--- config.mk ---
export PLATFORM = sky130hd
export DESIGN_NAME = ones_pattern_builder
export DESIGN_NICKNAME = d
export VERILOG_FILES = /design/src/rtl/ones_pattern_builder_pkg.sv /design/src/rtl/ones_pattern_builder_down_counter.sv /design/src/rtl/ones_pattern_builder.sv
export SDC_FILE = /design/constraint.sdc
export NUM_CORES = 1
export LEC_CHECK = 0
export ABC_AREA = 1
export CORE_MARGIN = 1.5
export CORE_UTILIZATION = 53
export CTS_CLUSTER_DIAMETER = 40
export DETAILED_ROUTE_END_ITERATION = 8
export GPL_TIMING_DRIVEN = 0
export PLACE_DENSITY = 0.8
export SYNTH_ARGS = -nofsm -noshare
export SYNTH_HDL_FRONTEND = slang
export SYNTH_SLANG_ARGS = --single-unit
--- constraint.sdc ---
create_clock -name clk -period 3.45 [get_ports clk]
set_input_delay 0.5175 -clock clk [delete_from_list [all_inputs] [get_ports clk]]
set_output_delay 0.5175 -clock clk [all_outputs]
set_load 0.02 [all_outputs]
--- src/rtl/ones_pattern_builder_pkg.sv ---
// Shared definitions for the ones-pattern builder: FSM state encoding
// (identical to the bit counter's encoding) and the k_eff helper.
package ones_pattern_builder_pkg;

    // Three-state ASM control; 2'b11 is unused and recovers to IDLE.
    typedef enum logic [1:0] {
        ST_IDLE  = 2'b00,
        ST_BUILD = 2'b01,
        ST_DONE  = 2'b10
    } state_e;

    // Saturating minimum: a requested count larger than the word width
    // is clamped to the width, so a run never shifts more than n times.
    function automatic int unsigned sat_min(input int unsigned k, input int unsigned n);
        return (k > n) ? n : k;
    endfunction

endpackage

--- src/rtl/ones_pattern_builder_down_counter.sv ---
// Loadable CW-bit down-counter holding the number of ones still to insert.
// Load has priority over decrement; decrement stops at zero (no wrap).
module ones_pattern_builder_down_counter #(
    parameter int unsigned CW = 4
) (
    input  logic          clk,
    input  logic          rst_n,
    input  logic          load,
    input  logic [CW-1:0] load_val,
    input  logic          dec,
    output logic [CW-1:0] count,
    output logic          zero
);

    logic [CW-1:0] count_d;
    logic [CW-1:0] count_q;

    // Next count: load wins, otherwise decrement only while non-zero.
    always_comb begin
        count_d = count_q;
        if (load) begin
            count_d = load_val;
        end else if (dec && (count_q != '0)) begin
            count_d = count_q - CW'(1);
        end
    end

    // Count register with asynchronous clear.
    always_ff @(posedge clk or negedge rst_n) begin
        if (!rst_n) begin
            count_q <= '0;
        end else begin
            count_q <= count_d;
        end
    end

    assign count = count_q;
    assign zero  = (count_q == '0);

endmodule

--- src/rtl/ones_pattern_builder.sv ---
// Builds an N-bit thermometer word with exactly k_eff = min(count_in, N)
// ones, shifted serially into the LSB. Start is level-sensitive: s high in
// IDLE launches a run, and DONE is left only once s is released.
//
// Handshake: s acts as a request level; busy is high for the whole run
// (k_eff+1 cycles), done is high from completion until s drops. A run
// always completes once started; s and count_in are ignored in BUILD.
module ones_pattern_builder
    import ones_pattern_builder_pkg::*;
#(
    parameter int unsigned N  = 8,
    parameter int unsigned CW = 4
) (
    input  logic          clk,
    input  logic          areset_n,
    input  logic          s,
    input  logic [CW-1:0] count_in,
    output logic [N-1:0]  pattern,
    output logic [CW-1:0] ones_shifted,
    output logic          busy,
    output logic          done,
    output logic          sat
);

    localparam logic [CW-1:0] N_CW = CW'(N);

    state_e        state_d, state_q;
    logic [N-1:0]  pattern_d, pattern_q;
    logic [CW-1:0] ones_shifted_d, ones_shifted_q;
    logic          sat_d, sat_q;

    logic          cnt_load;
    logic          cnt_dec;
    logic [CW-1:0] k_eff;
    logic [CW-1:0] remaining;
    logic          remaining_zero;

    assign k_eff = CW'(sat_min(32'(count_in), N));

    // remaining lives in the down-counter; reloaded every IDLE edge.
    ones_pattern_builder_down_counter #(
        .CW(CW)
    ) u_remaining (
        .clk      (clk),
        .rst_n    (areset_n),
        .load     (cnt_load),
        .load_val (k_eff),
        .dec      (cnt_dec),
        .count    (remaining),
        .zero     (remaining_zero)
    );

    // Next-state, datapath next values and Moore outputs.
    always_comb begin
        state_d        = state_q;
        pattern_d      = pattern_q;
        ones_shifted_d = ones_shifted_q;
        sat_d          = sat_q;
        cnt_load       = 1'b0;
        cnt_dec        = 1'b0;
        busy           = 1'b0;
        done           = 1'b0;
        case (state_q)
            ST_IDLE: begin
                cnt_load = 1'b1;
                sat_d    = (count_in > N_CW);
                if (s) begin
                    state_d        = ST_BUILD;
                    pattern_d      = '0;
                    ones_shifted_d = '0;
                end
            end
            ST_BUILD: begin
                busy = 1'b1;
                if (!remaining_zero) begin
                    pattern_d      = {pattern_q[N-2:0], 1'b1};
                    cnt_dec        = 1'b1;
                    ones_shifted_d = ones_shifted_q + CW'(1);
                end else begin
                    state_d = ST_DONE;
                end
            end
            ST_DONE: begin
                done = 1'b1;
                if (!s) begin
                    state_d = ST_IDLE;
                end
            end
            default: begin
                // Unused encoding: outputs as IDLE, recover next edge.
                state_d = ST_IDLE;
            end
        endcase
    end

    // State and datapath registers with asynchronous active-low clear.
    always_ff @(posedge clk or negedge areset_n) begin
        if (!areset_n) begin
            state_q        <= ST_IDLE;
            pattern_q      <= '0;
            ones_shifted_q <= '0;
            sat_q          <= 1'b0;
        end else begin
            state_q        <= state_d;
            pattern_q      <= pattern_d;
            ones_shifted_q <= ones_shifted_d;
            sat_q          <= sat_d;
        end
    end

    assign pattern      = pattern_q;
    assign ones_shifted = ones_shifted_q;
    assign sat          = sat_q;

    // Debug visibility of the FSM for checkers bound to this module.
    logic [1:0] state_dbg;
    assign state_dbg = state_q;

endmodule

# --- Yosys cells after proc, flatten, opt, wreduce, memory -nomap -nowiden ---
# Index checks and enable logic that the tools add are counted.
word_totals:
  regBits: 19
  input_bits: 7
  out_inout_bits: 15
  elab_cells: 41
op_classes:
  add_sub_neg: 2
  order_cmp: 2
  n_eq_ne: 6
  mux: 18
  reduce_logical: 8
op_table:
  columns: ["op", "count"]
  rows:
  - ["two-way mux 4 bit", 5]
  - ["two-way mux 8 bit", 2]
  - ["case mux 8 bit (2 select lines)", 1]
  - ["> comparator 4 bit, second input constant", 2]
  - ["inequality test 2 bit, second input constant", 4]
  - ["case mux 4 bit (2 select lines)", 1]
  - ["two-way mux 2 bit", 3]
  - ["case mux 2 bit (3 select lines)", 1]
  - ["AND reduction 3 bit", 2]
  - ["two-way mux 1 bit", 5]
  - ["adder 4 x 1 -> 4 bit, second input constant", 1]
  - ["zero test 4 bit", 1]
  - ["nonzero test 2 bit", 2]
  - ["nonzero test 4 bit", 1]
  - ["subtractor 4 x 1 -> 4 bit, second input constant", 1]
  - ["equality test 2 x 1 -> 1 bit, second input constant", 1]
  - ["equality test 2 bit, second input constant", 1]
  - ["zero test 2 bit", 1]
  - ["logical AND 1 bit", 1]

# --- Depth between registers and ports, before layout ---
logic_depth:
  word_depth: 6
  ltp_mapped: 9
  mapped_depth_nobuf: 9

# --- By module ---
# A second synthesis with hierarchy kept.
hier_totals:
  hier_cells: 131
  area_unflattened_um2: 996.0
modules_own_cells:
  columns: ["mod", "n_inst", "cells_per_inst", "area_each_um2", "seq_area_each_um2"]
  rows:
  - ["ones_pattern_builder", 1, 85, 700.7, 375.4]
  - ["ones_pattern_builder_down_counter", 1, 46, 295.3, 100.1]

# --- Least setup slack after synthesis ---
# OpenSTA, ideal clock, no wires.
synth_timing:
  path_type: "reg2out"
  startpoint: "register state_q[1], in the netlist state_dbg[1]"
  endpoint: "output done"
  arrival_time_ps: 759
  t_required_ps: 2932
  path_slack_ps: 2173
  path_stages_with_launch: 3
  cell_sequence: "dfrtp_1 inv_2 nor2_1"
synth_between:
  elab_chain_cells: 2
synth_rtl:
  columns: ["element", "line_no", "text"]
  rows:
  - ["start, declared", "ones_pattern_builder.sv:27", "state_e state_d, state_q;"]
  - ["start signal, assigned", "ones_pattern_builder.sv:104", "state_q <= state_d;"]
  - ["equality test 2 bit", "ones_pattern_builder.sv:63", "case (state_q)"]
  - ["two-way mux 1 bit", "ones_pattern_builder.sv:63", null]
  - ["end, declared", "ones_pattern_builder.sv:21", "output logic done,"]
# No other way between the ends.

# --- Worst setup path after layout ---
layout_timing:
  startpoint: "register state_q[1], in the netlist state_dbg[1]"
  endpoint: "output busy"
layout_between:
  elab_chain_cells: 2
layout_rtl:
  columns: ["element", "line_no", "text"]
  rows:
  - ["equality test 2 x 1 -> 1 bit", "ones_pattern_builder.sv:63", null]
  - ["two-way mux 1 bit", "ones_pattern_builder.sv:63", null]
  - ["end, declared", "ones_pattern_builder.sv:20", "output logic busy,"]
# No other way between the ends.

==> results.txt <==
----------------------------------------------------
[Yosys]
  Mapped Area ... about 1000 sq um
  Distinct cells, synth ... 22
  Multiplexer area fraction after synthesis ... 0%
  Mapped Cells ... between 100 and 150
  Sequential-to-total area share from yosys stat ... 47.0%
  Syn_area_per_cell ... around 8.6 sq um
  Complex-gate fraction of the synthesized area ... 3.34%
  Post-synthesis simple-gate area fraction ... 38.4%
  Yosys warning total ... 0
  Xor/xnor share of the synthesized area ... less than 1%
  Total of flip-flops plus latches after synthesis ... 19
  Combinational family with the most area after synthesis ... simple AND/OR/NAND/NOR gates
  Fraction of the mapped netlist area in adder cells ... 2.47%
  Syn Nets ... 127

[Die]
  Placeable core area ... 1760 sq um
  Die footprint ... 2180 sq um
  Overall die width ... 46.7 microns
  Top Ports ... 22
  Starting Density ... 57.4%
  Vert. Die Dim ... 46.7 microns
  Number of rows in the core area ... 15

[Global routing]
  Pin count of the biggest net entering global routing ... 20
  Global route overflow ... 0
  Number of antenna violations at the first check in global routing ... 0
  Global-route usage over all layers ... 20.8%
  First-pass GRT wire length ... 3190 microns
  Vias in the first global route ... roughly 770

[Critical path]
  Critical path capture point type ... output pin
  Critical path startpoint category ... flop
  CP arrival ... ~1600 ps
  Critical register-to-register path endpoint ... u_remaining.count[2]$_DFFE_PN0P_
  Setup crit end ... busy
  Critical Path Slowest Stage Cell ... clkdlybuf4s50_1
  Critical path data required time ... just under 3000 ps
  Worst reg-to-reg setup slack ... 2120 ps
  Critical path's most frequent cell ... inv_2
  Number of gates on the worst path with buffers counted ... 4
  Worst-path maximum fanout ... 3
  Startpoint-to-endpoint class of the critical path ... flop to output pin
  Critical path buffer and inverter count ... 3
  Worst path top cell family by delay ... buffers and inverters
  Beginning of the worst register-to-register path ... u_remaining.count[0]$_DFFE_PN0P_
  Count of cells along the worst register-to-register path ... 7
  Max stage delay on crit path ... 610 ps
  Chain of cells forming the critical path ... inv_2 -> nand2_2 -> inv_2 -> clkdlybuf4s50_1
  Worst setup path startpoint ... state_dbg[1]$_DFFE_PN0P_

[Final layout]
  Footprint of the flip-flops and latches ... 475 sq um
  Combined area of the multi-input logic cells ... 457 sq um
  Commonest cells after routing, fill and taps aside ... 48 x nand2_1, 21 x clkdlybuf4s50_1, 19 x dfrtp_1, 12 x nand3_1, 9 x inv_1
  Layout fillers ... 146
  Count of inserted antenna diode cells ... 0
  Final Instance Area ... 1280 sq um
  Fin nets ... 153
  Layout cell share with drive strength beyond 1 ... 16.1%
  Core occupancy in the finished layout ... between 70% and 80%
  Leading cell type in the layout, fill and taps excluded ... nand2_1
  Layout Area Growth over Synthesis ... 26.8%

[Clock network]
  Later-pin clock latency in the skew report ... 300 ps
  CTS Hold Buffers Added ... 0
  Clock tree from TritonCTS ... yes
  Clock input transition at the sequential cells of the worst setup and hold paths ... 120 ps
  PostCTS Resize Cnt ... 0
  Post-CTS repair timing setup buffer count ... 0
  Clock Root Buffer ... clkbuf_4
  Clock buffer depth ... 2
  Number of H-tree levels ... 1
  TritonCTS Buffers ... 3
  Sinks on Clock Net ... 19

[Drt]
  DR iter-0 viols ... 35
  Via count ... 829
  WL/cell ... 11.6 microns
  Via count normalized by instance count ... 4.93
  Number of remaining DRC errors ... 0
  Residual antenna-violating net count after detailed routing ... 0
  Post-Route WL ... between 1500 and 2000 microns
  First-pass detailed-route iteration total ... 4

[STA]
  Unrepaired setup endpoints after global routing ... no
  Min Tclk post-route ... 2150 ps
  Sum Neg Setup Slack ... 0 ps
  Rel. slew slack ... approximately 43%
  Fin. max-slew vios ... 0
  Final period utilization ... 62.2%
  Actual slew at the worst max-slew pin ... about 850 ps
  Worst-case clock skew ... between 5 and 6 ps
  Max Freq ... 466 MHz
  Count of final setup violators ... 0
  Hold Violations, Final ... 0
  Worst Hold Slack ... 524 ps

[Power]
  Portion of total power attributed to combinational logic ... between 60 and 70%
  Net switching share of the total power ... a little under half
  Cell Pwr Density ... between 1000 and 1500 nW/um^2
  Power share of the clock group ... 8.5%
  Pwr Total ... 1.37 mW
  Power share of the sequential group ... 30.8%
  Internal Pwr Total ... 0.719 mW
  Leakage ... 0.645 nW
  Switching power summed over all nets ... 0.655 mW
  Max IR drop VDD ... about 0.77 mV

[Place]
  Post-detail-place hpwl ... 1490 microns
  Buffers added on ports ... 21
  GP Congestion ... 0.752
  Placed instance area ... 1250 sq um

[Job]
  Number of max-capacitance violations reported ... 0

[Min path]
  Source of the worst hold timing path ... sat$_DFFE_PN0P_
  Type of the most critical hold path ... flop to flop

[Outcome]
  Result of the run ... completed

----------------------------------------------------
==> tightest hold or removal path: stages (launching register included) <==
cell and delay, ps:
dfrtp_1 370, nand2_1 60, o21ai_0 70
==> registers in the layout (all words and copies together) (netlist names) <==
name / cells
pattern: 8
ones_shifted: 4
state_dbg: 2
u_remaining.count: 4
sat: 1
==> through the flow <==
stage                     worst slack [ps]  instances
after floorplan                       2170        118
after global placement                1650        164
after detailed placement              1640        164
after CTS                             1300        168
after global routing                  1240        168
final                                 1300        168
==> area by class of cell <==
class	count	area share, %
clock inverter	1	0.585
clock buffer	3	1.75
inverter	11	3.22
tap	25	2.44
multi-input combinational	85	35.6
buffer	3	3.02
timing repair buffer	21	16.4
sequential	19	37.0
==> metal layers <==
| layer | track usage (%) | vias to the layer above | part of all wire (%) |
|---|---|---|---|
| met5 | 0 | - | 0 |
| met2 | 32.2 | 17 | 48 |
| met3 | 3.92 | 2 | 3.8 |
| met4 | 7.22 | 0 | 0.62 |
| met1 | 29.1 | 380 | 48 |
| li1 | - | 430 | - |
==> worst min-delay path by stage <==
stage	slack (ps)	endpoint	cells after the start
floorplan	220	ones_shifted[0]$_DFFE_PN0P_	0
global placement	480	sat$_DFFE_PN0P_	2
detailed placement	490	sat$_DFFE_PN0P_	2
CTS	530	sat$_DFFE_PN0P_	2
global route	560	pattern[0]$_DFFE_PN0P_	2
finish	520	sat$_DFFE_PN0P_	2
==> kinds of logic after synthesis <==
kind of cell,Yosys count
buf+inv,14
xor+xnor,1
simple gates,77
compound gates,5
flops,19
fa+ha+maj,2
==> power groups by stage <==
stage                     Sequential [mW]  Combinational [mW]  Clock [mW]
after detailed placement            0.428               0.835           0
final                               0.423               0.833       0.117
after CTS                           0.423               0.837       0.119
after global routing                0.435               0.927       0.129
after floorplan                     0.484               0.512           0
after global placement              0.421               0.806           0
==> synthesized netlist by cell type <==
master / n / area, sq um
nand2_1: 48 / 180
dfrtp_1: 19 / 475
nand3_1: 12 / 60.1
inv_1: 9 / 33.8
nand3_2: 8 / 80.1
ha_1: 2 / 25.0
inv_2: 2 / 7.51
nand2_2: 2 / 12.5
nor2_1: 2 / 7.51
o21ai_0: 2 / 10.0
a21oi_2: 1 / 8.76
a22oi_1: 1 / 7.51
buf_12: 1 / 20.0
buf_4: 1 / 7.51
buf_6: 1 / 11.3
nand2_8: 1 / 20.0
nand4_1: 1 / 6.26
nor2_2: 1 / 6.26
nor2_4: 1 / 11.3
nor3_1: 1 / 5.00
o21bai_1: 1 / 7.51
xor2_1: 1 / 8.76
(Power assumes the default switching activity.)
